<file path="config.mk">
export PLATFORM = sky130hd
export DESIGN_NAME = tpu_seq_ctrl
export DESIGN_NICKNAME = d
export VERILOG_FILES = /design/src/rtl/tpu_pkg.sv /design/src/rtl/tpu_addr_decode.sv /design/src/rtl/tpu_seq_ctrl.sv
export SDC_FILE = /design/constraint.sdc
export NUM_CORES = 1
export LEC_CHECK = 0
export ABC_AREA = 1
export BUFFER_PORTS_ARGS = -buffer_cell sky130_fd_sc_hd__buf_2
export CELL_PAD_IN_SITES_DETAIL_PLACEMENT = 1
export CELL_PAD_IN_SITES_GLOBAL_PLACEMENT = 2
export CORE_ASPECT_RATIO = 0.9
export CORE_UTILIZATION = 23
export CTS_CLUSTER_SIZE = 14
export DETAILED_ROUTE_END_ITERATION = 8
export PLACE_DENSITY_LB_ADDON = 0.1
export RECOVER_POWER = 50
export SLEW_MARGIN = 20
export SYNTH_ARGS = -nofsm -noshare
export SYNTH_HDL_FRONTEND = slang
export SYNTH_SLANG_ARGS = --single-unit
</file>
<file path="constraint.sdc">
create_clock -name clk -period 2 [get_ports clk]
set_input_delay 0 -clock clk [delete_from_list [all_inputs] [get_ports clk]]
set_output_delay 0 -clock clk [all_outputs]
set_load 0.01 [all_outputs]
</file>
<file path="src/rtl/tpu_pkg.sv">
// Shared constants and types for the TPU v1 sequencer and its host decode.
package tpu_pkg;

  // Host address map (byte addresses, 8-byte aligned words)
  localparam logic [15:0] A_BASE      = 16'h0100;
  localparam logic [15:0] B_BASE      = 16'h0200;
  localparam logic [15:0] C_BASE      = 16'h0300;
  localparam logic [15:0] MATMUL_ADDR = 16'h0400;

  // Region masks: A and B are 8 rows of 8 bytes, C is 8 rows of two half-rows
  localparam logic [15:0] A_MASK = 16'hFFC0;
  localparam logic [15:0] B_MASK = 16'hFFC0;
  localparam logic [15:0] C_MASK = 16'hFF80;

  typedef enum logic [1:0] {
    IDLE = 2'd0,
    RUN  = 2'd1,
    DONE = 2'd2
  } state_t;

  // Number of RUN cycles needed to stream a full DIM x DIM product through the array
  function automatic int run_cycles(input int dim);
    return 3 * dim - 2;
  endfunction

endpackage

</file>
<file path="src/rtl/tpu_addr_decode.sv">
// Combinational host-access decode: region hits, row/half selects and the MatMul trigger.
module tpu_addr_decode
  import tpu_pkg::*;
#(
  parameter int DIM   = 8,
  parameter int ADDRW = 16
) (
  input  logic                   host_valid_i,
  input  logic                   r_w_i,
  input  logic [ADDRW-1:0]       addr_i,
  output logic                   a_wr_o,
  output logic                   b_wr_o,
  output logic                   c_rd_o,
  output logic                   trig_o,
  output logic                   mapped_o,
  output logic [$clog2(DIM)-1:0] arow_o,
  output logic [$clog2(DIM)-1:0] crow_o,
  output logic                   chalf_o
);

  localparam int ROWW = $clog2(DIM);

  logic in_a, in_b, in_c, in_mm;

  // Classify the address and qualify each region with direction and strobe
  always_comb begin
    in_a  = (addr_i & ADDRW'(A_MASK)) == ADDRW'(A_BASE);
    in_b  = (addr_i & ADDRW'(B_MASK)) == ADDRW'(B_BASE);
    in_c  = (addr_i & ADDRW'(C_MASK)) == ADDRW'(C_BASE);
    in_mm = addr_i == ADDRW'(MATMUL_ADDR);

    a_wr_o   = host_valid_i &  r_w_i & in_a;
    b_wr_o   = host_valid_i &  r_w_i & in_b;
    c_rd_o   = host_valid_i & ~r_w_i & in_c;
    trig_o   = host_valid_i &  r_w_i & in_mm;
    // Any touch of a live region counts, regardless of direction
    mapped_o = host_valid_i & (in_a | in_b | in_c | in_mm);

    arow_o  = '0;
    crow_o  = '0;
    chalf_o = 1'b0;
    if (a_wr_o) arow_o = addr_i[3 +: ROWW];
    if (c_rd_o) begin
      crow_o  = addr_i[4 +: ROWW];
      chalf_o = addr_i[3];
    end
  end

endmodule

</file>
<file path="src/rtl/tpu_seq_ctrl.sv">
// MatMul sequencer and host-access arbiter for the TPU v1 datapath.
module tpu_seq_ctrl
  import tpu_pkg::*;
#(
  parameter int BITS_AB = 8,
  parameter int DIM     = 8,
  parameter int ADDRW   = 16
) (
  input  logic                   clk,
  input  logic                   rst_n,
  input  logic                   host_valid,
  input  logic                   r_w,
  input  logic [ADDRW-1:0]       addr,
  output logic                   memA_en,
  output logic                   memA_WrEn,
  output logic [$clog2(DIM)-1:0] Arow,
  output logic                   memB_en,
  output logic                   sa_clr,
  output logic                   sa_en,
  output logic [$clog2(DIM)-1:0] Crow,
  output logic                   Chalf,
  output logic                   busy,
  output logic                   done,
  output logic                   err_busy
);

  localparam int ROWW = $clog2(DIM);
  localparam int CNTW = $clog2(3 * DIM);
  localparam logic [CNTW-1:0] CNT_LAST = CNTW'(run_cycles(DIM) - 1);

  // One host word must carry exactly one operand row
  if (DIM * BITS_AB != 64) begin : g_bad_pack
    $error("tpu_seq_ctrl: DIM*BITS_AB must equal 64");
  end

  state_t            state_q;
  logic [CNTW-1:0]   cnt_q;
  logic              err_q;

  logic              a_wr, b_wr, c_rd, trig, mapped;
  logic [ROWW-1:0]   arow, crow;
  logic              chalf;
  logic              host_ok, run;

  tpu_addr_decode #(
    .DIM   (DIM),
    .ADDRW (ADDRW)
  ) u_dec (
    .host_valid_i (host_valid),
    .r_w_i        (r_w),
    .addr_i       (addr),
    .a_wr_o       (a_wr),
    .b_wr_o       (b_wr),
    .c_rd_o       (c_rd),
    .trig_o       (trig),
    .mapped_o     (mapped),
    .arow_o       (arow),
    .crow_o       (crow),
    .chalf_o      (chalf)
  );

  // Sequencer FSM: IDLE accepts a trigger, RUN streams the array, DONE pulses completion
  always_ff @(posedge clk or negedge rst_n) begin
    if (!rst_n) begin
      state_q <= IDLE;
      cnt_q   <= '0;
      err_q   <= 1'b0;
    end else begin
      case (state_q)
        IDLE: begin
          if (trig) begin
            state_q <= RUN;
            cnt_q   <= '0;
            err_q   <= 1'b0;
          end
        end
        RUN: begin
          if (mapped) err_q <= 1'b1;
          if (cnt_q == CNT_LAST) state_q <= DONE;
          else                   cnt_q   <= cnt_q + CNTW'(1);
        end
        DONE: begin
          if (mapped) err_q <= 1'b1;
          state_q <= IDLE;
        end
        default: state_q <= IDLE;
      endcase
    end
  end

  // Host decode is visible only in IDLE and out of reset; RUN owns A, B and the array
  always_comb begin
    host_ok   = rst_n && (state_q == IDLE);
    run       = (state_q == RUN);
    memA_en   = run | (host_ok & a_wr);
    memA_WrEn = host_ok & a_wr;
    Arow      = host_ok ? arow : '0;
    memB_en   = run | (host_ok & b_wr);
    sa_clr    = host_ok & trig;
    sa_en     = run;
    Crow      = host_ok ? crow : '0;
    Chalf     = host_ok & chalf;
    busy      = (state_q == RUN) || (state_q == DONE);
    done      = (state_q == DONE);
    err_busy  = err_q;
  end

endmodule

</file>
# --- Word-level counts from Yosys, hierarchy flattened ---
# Cells that the tools add are included.
word_totals:
  out_inout_bits: 15
  in_bits: 20
  elab_cells: 55
  reg_bits: 8
op_classes:
  bitwise: 17
  n_addsub: 1
  reduce_logical: 9
  n_mux: 14
  n_eq_ne: 11
ops:
  columns: ["operator", "n"]
  rows:
  - ["$eq A16 B11 Y1 const B", 1]
  - ["$mux W3", 4]
  - ["$and A1 B1 Y1", 11]
  - ["$eq A10 B3 Y1 const B", 1]
  - ["$eq A10 B4 Y1 const B", 1]
  - ["$mux W5", 2]
  - ["$pmux W5 S2", 1]
  - ["$eq A9 B3 Y1 const B", 1]
  - ["$reduce_and A3 Y1", 2]
  - ["$add A5 B1 Y5 const B", 1]
  - ["$eq A5 B5 Y1 const B", 1]
  - ["$or A1 B1 Y1", 5]
  - ["$mux W2", 2]
  - ["$ne A2 B1 Y1 const B", 2]
  - ["$ne A2 B2 Y1 const B", 2]
  - ["$pmux W2 S2", 1]
  - ["$reduce_bool A2 Y1", 2]
  - ["$mux W1", 3]
  - ["$eq A2 B1 Y1 const B", 1]
  - ["$eq A2 B2 Y1 const B", 1]
  - ["$logic_not A2 Y1", 1]
  - ["$pmux W1 S2", 1]
  - ["$reduce_and A2 Y1", 1]
  - ["$reduce_or A2 Y1", 1]
  - ["3 further kinds", 3]

# --- Longest topological paths before layout ---
logic_depth:
  word_depth: 7
  mapped_depth: 10
  ltp_nobuf: 10

# --- Cells and area by module ---
# Synthesis repeated with hierarchy kept, for this count alone.
hier_totals:
  cells_unflattened: 149
  area_unflattened_um2: 858.3
by_module_without_submodules:
  columns: ["mod", "n_inst", "cells_per_inst", "area_per_inst_um2", "seq_area_each_um2"]
  rows:
  - ["tpu_seq_ctrl", 1, 94, 625.6, 200.2]
  - ["tpu_addr_decode", 1, 55, 232.7, 0.0]

# --- Worst setup path before layout ---
# Ideal clock, no wire load.
synth_timing:
  kind: "register -> output"
  from: "register state_q[0]"
  to: "output Arow[0]"
  path_slack_ns: 0.502
  t_arrival_ns: 1.498
  t_required_ns: 2.000
  stages_incl_launch_ff: 9
  path_cell_list: "dfrtp_1 inv_1 ha_1 nand2_1 nor2_1 inv_1 nor2_1 inv_1 nor2_1"
synth_via:
  elab_chain_cells: 3
synth_lines:
  columns: ["item", "line", "source"]
  rows:
  - ["start, declared", "tpu_seq_ctrl.sv:36", "state_t state_q;"]
  - ["start signal, assigned", "tpu_seq_ctrl.sv:65", "state_q <= IDLE;"]
  - ["start signal, assigned", "tpu_seq_ctrl.sv:72", "state_q <= RUN;"]
  - ["start signal, assigned", "tpu_seq_ctrl.sv:79", "if (cnt_q == CNT_LAST) state_q <= DONE;"]
  - ["$logic_not A2 Y1", "tpu_seq_ctrl.sv:93", "host_ok = rst_n && (state_q == IDLE);"]
  - ["$logic_and A1 B1 Y1", "tpu_seq_ctrl.sv:93", null]
  - ["$mux W3", "tpu_seq_ctrl.sv:97", "Arow = host_ok ? arow : '0;"]
  - ["end, declared", "tpu_seq_ctrl.sv:16", "output logic [$clog2(DIM)-1:0] Arow,"]
# No other way between the ends.

# --- Worst setup path after layout ---
layout_timing:
  from: "register state_q[0]"
  to: "output Arow[2]"
# Same word-level chain as after synthesis.

==> run summary <==
The worst slew slack as a fraction of its limit came out at 81.50%. The initial antenna violation count is 0. Summed over all layers, the global routing overflow is 0. Sorting the synthesized cells by area gives the leading types as sky130_fd_sc_hd__dfrtp_1 (28%), sky130_fd_sc_hd__nand2_1 (13%), sky130_fd_sc_hd__nor2_1 (13%), sky130_fd_sc_hd__ha_1 (10%), sky130_fd_sc_hd__inv_1 (9.9%).

The number of violations reported at the end of detailed-routing iteration 0 came out at 33. The path category of the worst min-delay check is in2async. The endpoint of the worst setup timing path is Arow[2].

The timing-limited maximum frequency is 0.5621 GHz. The number of placed instances, taps included, is ~190. The worst-case setup margin in the final layout came out at 0.2211 ns. The via count of the first global-routing pass came out at 805. The worst reg-to-reg path cell count is 5. The run finished with clean final reports.

The met2 wirelength from detailed routing is about 930 um. The max-capacitance violation count is 0. The total routing resource utilization after global routing is roughly 15%.

The launching point of the worst reg2reg path is state_q[1]. The commonest non-fill, non-tap cell in the layout is sky130_fd_sc_hd__buf_2. The transition time at the pin with the least slew margin is 0.2775 ns. The largest fanout on the critical path is 5. The share of the clock period used by the worst path is between 80 and 90%.

The area inside the core boundary is 0.002860 mm2. The flop and latch count out of synthesis is 8. The detailed router used layers up to and including met4. Detailed placement ended at an HPWL of 1.799 mm. The die covers ~0.0034 mm2.

The repair_antennas step left the layout with diodes totalling 0. The clock input transition at the sequential cells of the worst setup and hold paths is 0.06 ns. The data arrival time of the critical path is 1.78 ns.

The unique cell type count in the Yosys netlist is 18. The routability congestion estimate from global placement came out at around 0.8. In the layout the commonest cells are sky130_fd_sc_hd__buf_2 (30), sky130_fd_sc_hd__nor2_1 (24), sky130_fd_sc_hd__nand2_1 (24). The pin count of the biggest net entering global routing came out at 10. The starting density of the core is 25.15%. The total via count after detailed routing came out at ~800.

The number of cell rows is 18. The number of endpoints failing setup at the final stage came out at 0. The number of warning messages in the yosys log is 0.

The destination of the worst register-to-register timing path is cnt_q[4]. The total number of nets in the final design came out at 180. The setup TNS after final layout is 0 ns. The latest clock arrival within the worst-skew pair is 0.27 ns. 35 I/O pins were placed.

The start-to-end type of the worst setup path is reg2out. The number of buffers added for setup after CTS came out at 0. The area growth from synthesis to layout is 35.13%. After synthesis, flip-flops and latches occupy 27.83% of the total area. The longest clock path from root to sink contains 2 buffers. The synthesized area came out at 719.4 um2. The average detailed-routed wire length per instance came out at 11.20 um. The detailed-route wire length came out at 2.151 mm.

In this run the mean area of a mapped cell was 6.311 um2. The areal power density over the cells is 995.6 mW/mm2. The detailed-router iteration count before antenna repair is 4. For this run, design rule violations remaining after detail routing come to 0. Setup repair after global routing left no endpoint under its margin.

For this run, the number of standard cells in the final layout without fillers is 192. The count of final max-slew check failures came out at 0. The length of routed wiring on met1 is 1.074 mm.

The register-to-register setup slack is roughly 0.52 ns. OpenSTA, run right after detailed placement, puts the worst setup slack at between 0.4 and 0.5 ns. The number of nets handed over by synthesis was 140. Summed over all cells, the static leakage comes to 0.0005201 uW. The H-tree depth came out at 1. After detailed routing, the met3 layer carries 110 um of wire.

The first global-routing pass estimated 3.532 mm of wire. The minimum period implied by the final worst setup slack is 1.779 ns. The number of buffers inserted during clock tree synthesis is 3.

In the final layout, the share of cells above drive strength 1 is between 20% and 30%. The horizontal die dimension came out at 60.96 um. The largest vdd supply drop is approximately 640 uV. In this run the clock root is driven by a sky130_fd_sc_hd__clkbuf_4. The total count of hold-check failures in the final report is 0. The die extent in y came out at 55.06 um. The top-area cell type share of the netlist area is 27.83%. The detail-routed via count per cell came out at 4.214. The TritonCTS sink count is 8. In this run the worst setup path begins at state_q[0]. STA classifies the critical path startpoint as a register. TritonCTS built the clock tree. The worst setup path is captured at an output pin. For the worst setup path, the data required time is approximately 2 ns.

The number of nets still failing antenna checks after routing is 0. For the final database, setup skew stands at ~0.0058 ns. The number of port buffers came out at 34. Synthesis produced 114 cells. Of all cell types, the one taking the most synthesized area is sky130_fd_sc_hd__dfrtp_1. The core occupancy in the finished layout is 33.99%.
## kinds of logic (layout without fill, tap and decap cells)
logic type                 after synthesis  in the layout  share of synthesized area (%)
adders and majority gates                6              6                          10.43
buffers and inverters                   19             57                          9.913
AOI/OAI and AO/OA                       11             11                          7.652
xor gates and xnor gates                 1              1                          1.218
DFF                                      8              8                          27.83
and+or+nand+nor                         69             69                          42.96
## repair_timing
| action | 4_1_cts | 5_1_grt |
|---|---|---|
| hold endpoints to repair | 8 | 0 |
| setup endpoints to repair | 0 | 4 |
| hold buffers | 1 | 0 |
| resized for setup | 0 | 2 |
## cell usage after synthesis (all sizes together)
master and instances:
dfrtp 8, inv 19, or3 1, nand2 27
nor2 25, nand4 2, nand3b 1, xor2 1
nor3 4, o21ai 8, or2 2, nor3b 1
ha 6, a21oi 3, nand3 6
## sequential cells by signal, summed over array words and instances, names as in the netlist
name      count
state_q       2
err_busy      1
cnt_q         5
## metal layers
metal,vias up,global-route usage [%]
met4,0,6.818
li1,429,-
met1,352,18.21
met2,24,24.73
met3,4,4.186
met5,-,0
## how the worst min path moves through the flow
stage / startpoint / endpoint / slack [ns]
floorplan: rst_n / cnt_q[0] / -0.30
global placement: rst_n / cnt_q[2] / -0.13
detailed placement: rst_n / cnt_q[2] / -0.13
CTS: rst_n / cnt_q[3] / 0.11
global route: rst_n / cnt_q[3] / 0.17
finish: rst_n / cnt_q[3] / 0.13
## worst max-delay path, cell delays in order, from the launching register on
cell                      delay [ns]
sky130_fd_sc_hd__dfrtp_1        0.38
sky130_fd_sc_hd__inv_1          0.13
sky130_fd_sc_hd__ha_2           0.26
sky130_fd_sc_hd__nand2_2        0.10
sky130_fd_sc_hd__nor2_1         0.11
sky130_fd_sc_hd__inv_1          0.07
sky130_fd_sc_hd__nor2_1         0.13
sky130_fd_sc_hd__inv_1          0.10
sky130_fd_sc_hd__nor2_1         0.10
sky130_fd_sc_hd__buf_2          0.13
## final cells by class
type                            count  area (um2)
Tap cell                           40       50.05
Fill cell                         393        1888
Multi-Input combinational cell     87       452.9
Sequential cell                     8       200.2
Inverter                           19       71.32
Timing Repair Buffer               35       175.2
Clock buffer                        3       22.52
## report_power, final
group,switching [uW],leakage (uW),internal [uW]
logic,349,0.000407,203
clock network,63.9,0.0000138,69.3
registers,62.2,0.0000993,221
total,475,0.000520,493
## metrics by stage
stage | area, um2 | power (uW) | hold WS [ns]
2_1_floorplan | 719.4 | 656.0 | -0.2956
3_3_place_gp | 939.7 | 826.5 | -0.1300
3_5_place_dp | 939.7 | 842.9 | -0.1273
4_1_cts | 972.2 | 986.3 | 0.1144
5_1_grt | 972.2 | 1081 | 0.1658
6_report | 972.2 | 967.9 | 0.1316
No activity file was read; power rests on OpenSTA's default activity.
